$ cat config.mk
export PLATFORM = sky130hd
export DESIGN_NAME = control_flow_sequencer
export DESIGN_NICKNAME = d
export VERILOG_FILES = /design/src/rtl/control_flow_sequencer_pkg.sv /design/src/rtl/control_flow_sequencer_skip_scanner.sv /design/src/rtl/control_flow_sequencer.sv
export SDC_FILE = /design/constraint.sdc
export NUM_CORES = 1
export LEC_CHECK = 0
export BUFFER_PORTS_ARGS = -buffer_cell sky130_fd_sc_hd__buf_2
export CORE_MARGIN = 2
export CORE_UTILIZATION = 45
export DETAILED_ROUTE_END_ITERATION = 12
export PLACE_DENSITY = 0.77
export SYNTH_ARGS = -nofsm -noshare
export SYNTH_HDL_FRONTEND = slang
export SYNTH_SLANG_ARGS = --single-unit
export TNS_END_PERCENT = 30
$ cat constraint.sdc
create_clock -name clk -period 2.7 [get_ports clk]
set_input_delay 0.27 -clock clk [delete_from_list [all_inputs] [get_ports clk]]
set_output_delay 0.27 -clock clk [all_outputs]
set_load 0.02 [all_outputs]
$ cat src/rtl/control_flow_sequencer_pkg.sv
// Shared encodings for the control-flow sequencer: opcodes, frame types,
// frame field offsets and the sequencer state type.
package control_flow_sequencer_pkg;

  localparam int FRAME_W  = 15;
  localparam int TAG_W    = 4;
  localparam int ADDR_W   = 8;
  localparam int LBL_W    = 8;

  localparam int TYPE_HI  = 14;
  localparam int TYPE_LO  = 13;
  localparam int RET_BIT  = 12;
  localparam int TAG_HI   = 11;
  localparam int TAG_LO   = 8;
  localparam int EXTRA_HI = 7;
  localparam int EXTRA_LO = 0;

  typedef enum logic [3:0] {
    OP_OTHER  = 4'd0,
    OP_BLOCK  = 4'd1,
    OP_LOOP   = 4'd2,
    OP_IF     = 4'd3,
    OP_ELSE   = 4'd4,
    OP_END    = 4'd5,
    OP_BR     = 4'd6,
    OP_BR_IF  = 4'd7,
    OP_CALL   = 4'd8,
    OP_RETURN = 4'd9
  } op_e;

  typedef enum logic [1:0] {
    FT_BLOCK = 2'b00,
    FT_CALL  = 2'b01,
    FT_IF    = 2'b10,
    FT_LOOP  = 2'b11
  } ftype_e;

  typedef enum logic [1:0] {
    ST_RUN    = 2'd0,
    ST_BR_POP = 2'd1,
    ST_SKIP   = 2'd2
  } state_e;

  function automatic logic [FRAME_W-1:0] make_frame(input ftype_e t, input logic r,
                                                    input logic [TAG_W-1:0] tag,
                                                    input logic [ADDR_W-1:0] extra);
    return {t, r, tag, extra};
  endfunction

endpackage

$ cat src/rtl/control_flow_sequencer_skip_scanner.sv
// Forward skip scan: tracks nesting depth d of discarded instructions and
// flags the end (d=0) or else (d=0, stop_else) that terminates the scan.
module control_flow_sequencer_skip_scanner
  import control_flow_sequencer_pkg::*;
(
  input  logic             clk,
  input  logic             rst,
  input  logic             load,
  input  logic             load_stop_else,
  input  logic [LBL_W-1:0] load_d,
  input  logic             active,
  input  op_e              op,
  output logic             end_hit,
  output logic             else_hit
);

  logic [LBL_W-1:0] d_q, d_d;
  logic             stop_else_q, stop_else_d;

  always_comb begin
    d_d         = d_q;
    stop_else_d = stop_else_q;
    end_hit     = active && (op == OP_END) && (d_q == '0);
    else_hit    = active && (op == OP_ELSE) && (d_q == '0) && stop_else_q;
    if (load) begin
      d_d         = load_d;
      stop_else_d = load_stop_else;
    end else if (active) begin
      unique case (op)
        // Depth saturates so a pathological nest cannot wrap and end early.
        OP_BLOCK, OP_LOOP, OP_IF: if (d_q != '1) d_d = d_q + LBL_W'(1);
        OP_END:                   if (d_q != '0) d_d = d_q - LBL_W'(1);
        default: ;
      endcase
    end
  end

  always_ff @(posedge clk) begin
    if (rst) begin
      d_q         <= '0;
      stop_else_q <= 1'b0;
    end else begin
      d_q         <= d_d;
      stop_else_q <= stop_else_d;
    end
  end

endmodule

$ cat src/rtl/control_flow_sequencer.sv
// Structured control-flow sequencer: decodes block/loop/if/else/end/br/call/
// return, drives control-stack commands and PC redirects.
module control_flow_sequencer
  import control_flow_sequencer_pkg::*;
(
  input  logic               clk,
  input  logic               rst,
  input  logic               instr_valid,
  output logic               instr_ready,
  input  logic [3:0]         instr_op,
  input  logic [ADDR_W-1:0]  instr_pc,
  input  logic               instr_cond,
  input  logic [LBL_W-1:0]   instr_label,
  input  logic               instr_ret,
  input  logic [ADDR_W-1:0]  call_target,
  input  logic [TAG_W-1:0]   cur_tag,
  output logic               cs_push,
  output logic               cs_pop,
  output logic               cs_return,
  output logic               cs_function_call,
  output logic [FRAME_W-1:0] cs_push_data,
  input  logic [FRAME_W-1:0] cs_top_data,
  input  logic               cs_left_one,
  output logic               pc_redirect_valid,
  output logic [ADDR_W-1:0]  pc_redirect_addr,
  output logic               prog_done,
  output logic               underflow_err,
  output state_e             dbg_state
);

  // Handshake: an instruction transfers when instr_valid && instr_ready at a
  // rising edge; ready is low only while popping frames for a branch.
  state_e           state_q, state_d;
  logic [LBL_W-1:0] cnt_q, cnt_d, lbl_q, lbl_d;
  logic             empty_q, empty_d, err_q, err_d;
  logic             accept, pop_req, ret_req, pop_ok;
  logic             redir_req, redir_on_pop;
  logic [ADDR_W-1:0] redir_addr;
  logic             skip_load, skip_stop_else, end_hit, else_hit;
  logic [LBL_W-1:0] skip_load_d;
  op_e              op;
  ftype_e           top_type;
  logic [ADDR_W-1:0] top_extra;
  logic [RET_BIT-TAG_LO:0] unused_top_bits;

  assign op              = op_e'(instr_op);
  assign top_type        = ftype_e'(cs_top_data[TYPE_HI:TYPE_LO]);
  assign top_extra       = cs_top_data[EXTRA_HI:EXTRA_LO];
  assign unused_top_bits = cs_top_data[RET_BIT:TAG_LO];
  assign instr_ready     = (state_q != ST_BR_POP);
  assign accept          = instr_valid && instr_ready && !rst;
  assign dbg_state       = state_q;

  control_flow_sequencer_skip_scanner u_skip (
    .clk            (clk),
    .rst            (rst),
    .load           (skip_load),
    .load_stop_else (skip_stop_else),
    .load_d         (skip_load_d),
    .active         (accept && (state_q == ST_SKIP)),
    .op             (op),
    .end_hit        (end_hit),
    .else_hit       (else_hit)
  );

  always_comb begin
    state_d          = state_q;
    cnt_d            = cnt_q;
    lbl_d            = lbl_q;
    cs_push          = 1'b0;
    cs_push_data     = '0;
    cs_function_call = 1'b0;
    pop_req          = 1'b0;
    ret_req          = 1'b0;
    redir_req        = 1'b0;
    redir_on_pop     = 1'b0;
    redir_addr       = '0;
    skip_load        = 1'b0;
    skip_stop_else   = 1'b0;
    skip_load_d      = '0;
    if (!rst) begin
      unique case (state_q)
        ST_RUN: if (accept) begin
          unique case (op)
            OP_BLOCK: begin
              cs_push      = 1'b1;
              cs_push_data = make_frame(FT_BLOCK, instr_ret, cur_tag, '0);
            end
            OP_LOOP: begin
              cs_push      = 1'b1;
              cs_push_data = make_frame(FT_LOOP, instr_ret, cur_tag, instr_pc + ADDR_W'(1));
            end
            OP_IF: begin
              cs_push      = 1'b1;
              cs_push_data = make_frame(FT_IF, instr_ret, cur_tag, '0);
              if (!instr_cond) begin
                state_d        = ST_SKIP;
                skip_load      = 1'b1;
                skip_stop_else = 1'b1;
              end
            end
            OP_ELSE: begin
              state_d   = ST_SKIP;
              skip_load = 1'b1;
            end
            OP_END: begin
              pop_req      = 1'b1;
              redir_on_pop = (top_type == FT_CALL);
              redir_addr   = top_extra;
            end
            OP_BR, OP_BR_IF: if (op == OP_BR || instr_cond) begin
              state_d = ST_BR_POP;
              cnt_d   = instr_label;
              lbl_d   = instr_label;
            end
            OP_CALL: begin
              cs_push          = 1'b1;
              cs_push_data     = make_frame(FT_CALL, instr_ret, cur_tag, instr_pc + ADDR_W'(1));
              cs_function_call = 1'b1;
              redir_req        = 1'b1;
              redir_addr       = call_target;
            end
            OP_RETURN: begin
              pop_req      = 1'b1;
              ret_req      = 1'b1;
              redir_on_pop = 1'b1;
              redir_addr   = top_extra;
            end
            default: ;
          endcase
        end
        ST_BR_POP: begin
          if (cnt_q != '0) begin
            pop_req = 1'b1;
            cnt_d   = cnt_q - LBL_W'(1);
          end else begin
            state_d = ST_RUN;
            unique case (top_type)
              FT_LOOP: begin
                redir_req  = 1'b1;
                redir_addr = top_extra;
              end
              FT_CALL: begin
                pop_req      = 1'b1;
                ret_req      = 1'b1;
                redir_on_pop = 1'b1;
                redir_addr   = top_extra;
              end
              default: begin
                // Target block/if: skip past the ends of the frames just popped.
                state_d     = ST_SKIP;
                skip_load   = 1'b1;
                skip_load_d = lbl_q;
              end
            endcase
          end
        end
        ST_SKIP: begin
          if (end_hit) begin
            pop_req = 1'b1;
            state_d = ST_RUN;
          end else if (else_hit) begin
            state_d = ST_RUN;
          end
        end
        default: state_d = ST_RUN;
      endcase
    end
  end

  // A pop on an empty stack is dropped, together with its return and redirect.
  assign pop_ok            = pop_req && !empty_q;
  assign cs_pop            = pop_ok;
  assign cs_return         = ret_req && pop_ok;
  assign pc_redirect_valid = redir_req || (redir_on_pop && pop_ok);
  assign pc_redirect_addr  = redir_addr;
  assign prog_done         = pop_ok && cs_left_one;
  assign underflow_err     = err_q;

  always_comb begin
    empty_d = empty_q;
    if (pop_ok && cs_left_one) empty_d = 1'b1;
    else if (cs_push)          empty_d = 1'b0;
    err_d = err_q || (pop_req && empty_q);
  end

  always_ff @(posedge clk) begin
    if (rst) begin
      state_q <= ST_RUN;
      cnt_q   <= '0;
      lbl_q   <= '0;
      empty_q <= 1'b0;
      err_q   <= 1'b0;
    end else begin
      state_q <= state_d;
      cnt_q   <= cnt_d;
      lbl_q   <= lbl_d;
      empty_q <= empty_d;
      err_q   <= err_d;
    end
  end

endmodule
==> metrics.txt <==
reg-to-reg startpoint=dbg_state[0]; P&R area growth vs syn=25.9%; worst-skew pair later-pin latency=0.28 ns; Ant. Diodes=0; hold wc startpoint=instr_label[5]; most frequent cells in the layout=buf_2 (80), nor2_1 (48), dfxtp_1 (29); Max VDD drop=roughly 0.34 mV; Die Y-Extent=~75 um; first-iteration detailed-routing DRC count=approximately 160; top sig layer=met4; drt total wl=around 6.4 mm; RSZ-0062 raised after global routing=no; Vias per Instance=5.49; Setup TNS=0 ns; Worst Path Arrival=~2.3 ns; hpwl dp=5.00 mm; TritonCTS buffer count=5; Starting Density=0.475; met3 wire len=519 um; initial antenna violation count=0; die area=5630 um2; area of the mapped netlist=roughly 2300 um2; clock tree root driver cell=clkbuf_8; CP Buf/Inv Count=1; Pins Over Slew Limit=0; commonest non-fill, non-tap cell in the layout=buf_2; final period utilization=0.932; Core Area=4790 um2; Area contributors post-synth=dfxtp_1 (26%), nor2_1 (7.9%), a22oi_1 (5.3%); CP peak stage delay=just over 0.6 ns; clk_skew=~0.0047 ns; Post-synth EDFFs=0; Pleak=0.00132 uW; r2r setup slk=0.35 ns; Syn Inst Count=298; Synth async-reset ratio=0; CTS max path bufs=2; Final min period=between 2 and 3 ns; number of global-route vias before repair=about 2.3k; CP startpoint kind=flip-flop; largest net degree at the start of global routing=32; FF-to-FF path depth=5; final setup violation count=0; GRT overflow=0; Pwr Total=between 900 and 1000 uW; routed vias=2471; synth warn=0; Critical Path End Type=output pin; layout cell share with drive strength beyond 1=0.279; slowest CP cell=dfxtp_1; Final Hold Vio Count=0; top-area cell type share of the netlist area=0.256; worst rel slew slack=0.663; metal2 WL=slightly above 3 mm; Worst EP required=roughly 2.4 ns; Max Freq=between 300 and 400 MHz; Unique masters post-synth=57; Synth Flop Type=dfxtp_1; largest area contributor in the netlist=dfxtp_1; first-pass GRT wire length=10.2 mm; Max-cap violations=0; # clock sinks=29; CP top delay family=simple AND/OR/NAND/NOR gates; hold path cells=3; hold buffers post-CTS=0; DRT antenna net count=0; CTS tree=yes; worst hold path type=primary input to flip-flop; die width=~75 um; post-synthesis register bit count=29; outcome=completed; hold_ws=approximately 0.24 ns; CP Cell Sequence=or4bb_1, nor2_1, a221oi_1, nor3_2, o2bb2ai_1, buf_2; Total Routing Usage GR=0.229; Pre-antenna DRT Iters=4; Crit Path Max Fanout=12; synthesized area per cell=about 7.6 um2; Critical R2R Capture=u_skip.d_q[7]; Clock Pin Slew Worst Setup and Hold Paths=0.06 ns; gpl congestion=roughly 0.86; PwrDens=around 340 nW/um2; Crit Path Category=flip-flop to output pin; wire length per cell=about 14 um; Worst Hold Path EP=lbl_q[5]; syn_nets=361; # rows=25; post_cts resized=0; IO Count=86; Slew @ Worst Pin=0.505 ns; I/O Buffers=80; post-CTS setup buffer count=0; CTS H-Tree Depth=2; register area share after synthesis=0.256; met1 WL=2.71 mm; Nets=roughly 450; DRC violation count after routing=0
[metrics by stage]
| step | setup slack [ns] | util | cell area [um2] | std cells |
|---|---|---|---|---|
| floorplan | 0.138 | - | 2270 | 298 |
| global placement | 0.229 | 0.580 | 2780 | 442 |
| detailed placement | 0.118 | 0.580 | 2780 | 442 |
| CTS | 0.157 | 0.597 | 2860 | 450 |
| global route | 0.0306 | 0.598 | 2860 | 450 |
| finish | 0.184 | 0.598 | 2860 | 450 |
[routing by layer]
metal  global-route usage  vias up
li1                     -     1244
met1                0.291     1116
met2                0.387      101
met3               0.0495       10
met4               0.0734        0
met5                    0        -
[power breakdown]
part           switching [uW]  internal (uW)
clock network             161            183
registers                6.69            434
logic                     101           75.2
total                     269            692
[worst reg2reg max path, stage by stage (launching register included)]
cell       delay [ns]
dfxtp_1          0.30
or3b_1           0.51
o41ai_4          0.42
nand4_2          0.38
and3b_1          0.32
a2111oi_2        0.31
[synthesized netlist by cell type (all sizes together) (2+ instances only)]
cell type / instances
or3: 2
and2: 9
o41ai: 2
nor4: 2
buf: 6
clkbuf: 7
nand3: 12
o21ai: 15
a22oi: 16
nand2b: 3
or4: 3
dfxtp: 29
xor2: 8
inv: 14
a31oi: 2
ha: 9
a221oi: 2
nor3b: 2
mux2i: 8
a311oi: 2
o21a: 3
and4: 2
nand4bb: 2
nand2: 17
nor2: 49
xnor2: 8
nand4: 4
a21oi: 19
a211oi: 3
nor3: 10
nor2b: 8
and3: 2
[how the worst max path moves through the flow]
stage                             from                   to  cells after the start
after CTS                 dbg_state[0]    pc_redirect_valid                      6
final                     dbg_state[1]    pc_redirect_valid                      6
after global placement     instr_op[2]        u_skip.d_q[7]                     10
after floorplan            instr_op[1]        u_skip.d_q[7]                     10
after detailed placement   instr_op[2]        u_skip.d_q[7]                     10
after global routing      dbg_state[1]  pc_redirect_addr[4]                      7
[registers in the layout, indices dropped and copies added (netlist names)]
name                cells
cnt_q                   8
lbl_q                   8
u_skip.d_q              8
dbg_state               2
empty_q                 1
u_skip.stop_else_q      1
underflow_err           1
[final cells by class]
type,instances,area [um2]
timing repair buffer,90,475
tap,67,83.8
multi-input combinational,242,1590
fill,438,1920
inverter,14,52.6
clock buffer,8,80.1
sequential,29,581
[cell families (layout without fill, tap and decap cells)]
kind of cell             Yosys count  in the layout  synth area share
AO/OA/AOI/OAI                     76             76             0.235
buffers and inverters             27            112            0.0479
adder cells (fa/ha/maj)           10             10            0.0584
flip-flops                        29             29             0.256
multiplexers                       8              8            0.0352
AND/OR/NAND/NOR                  132            132             0.306
XOR/XNOR                          16             16            0.0617
(Power assumes the default switching activity.)
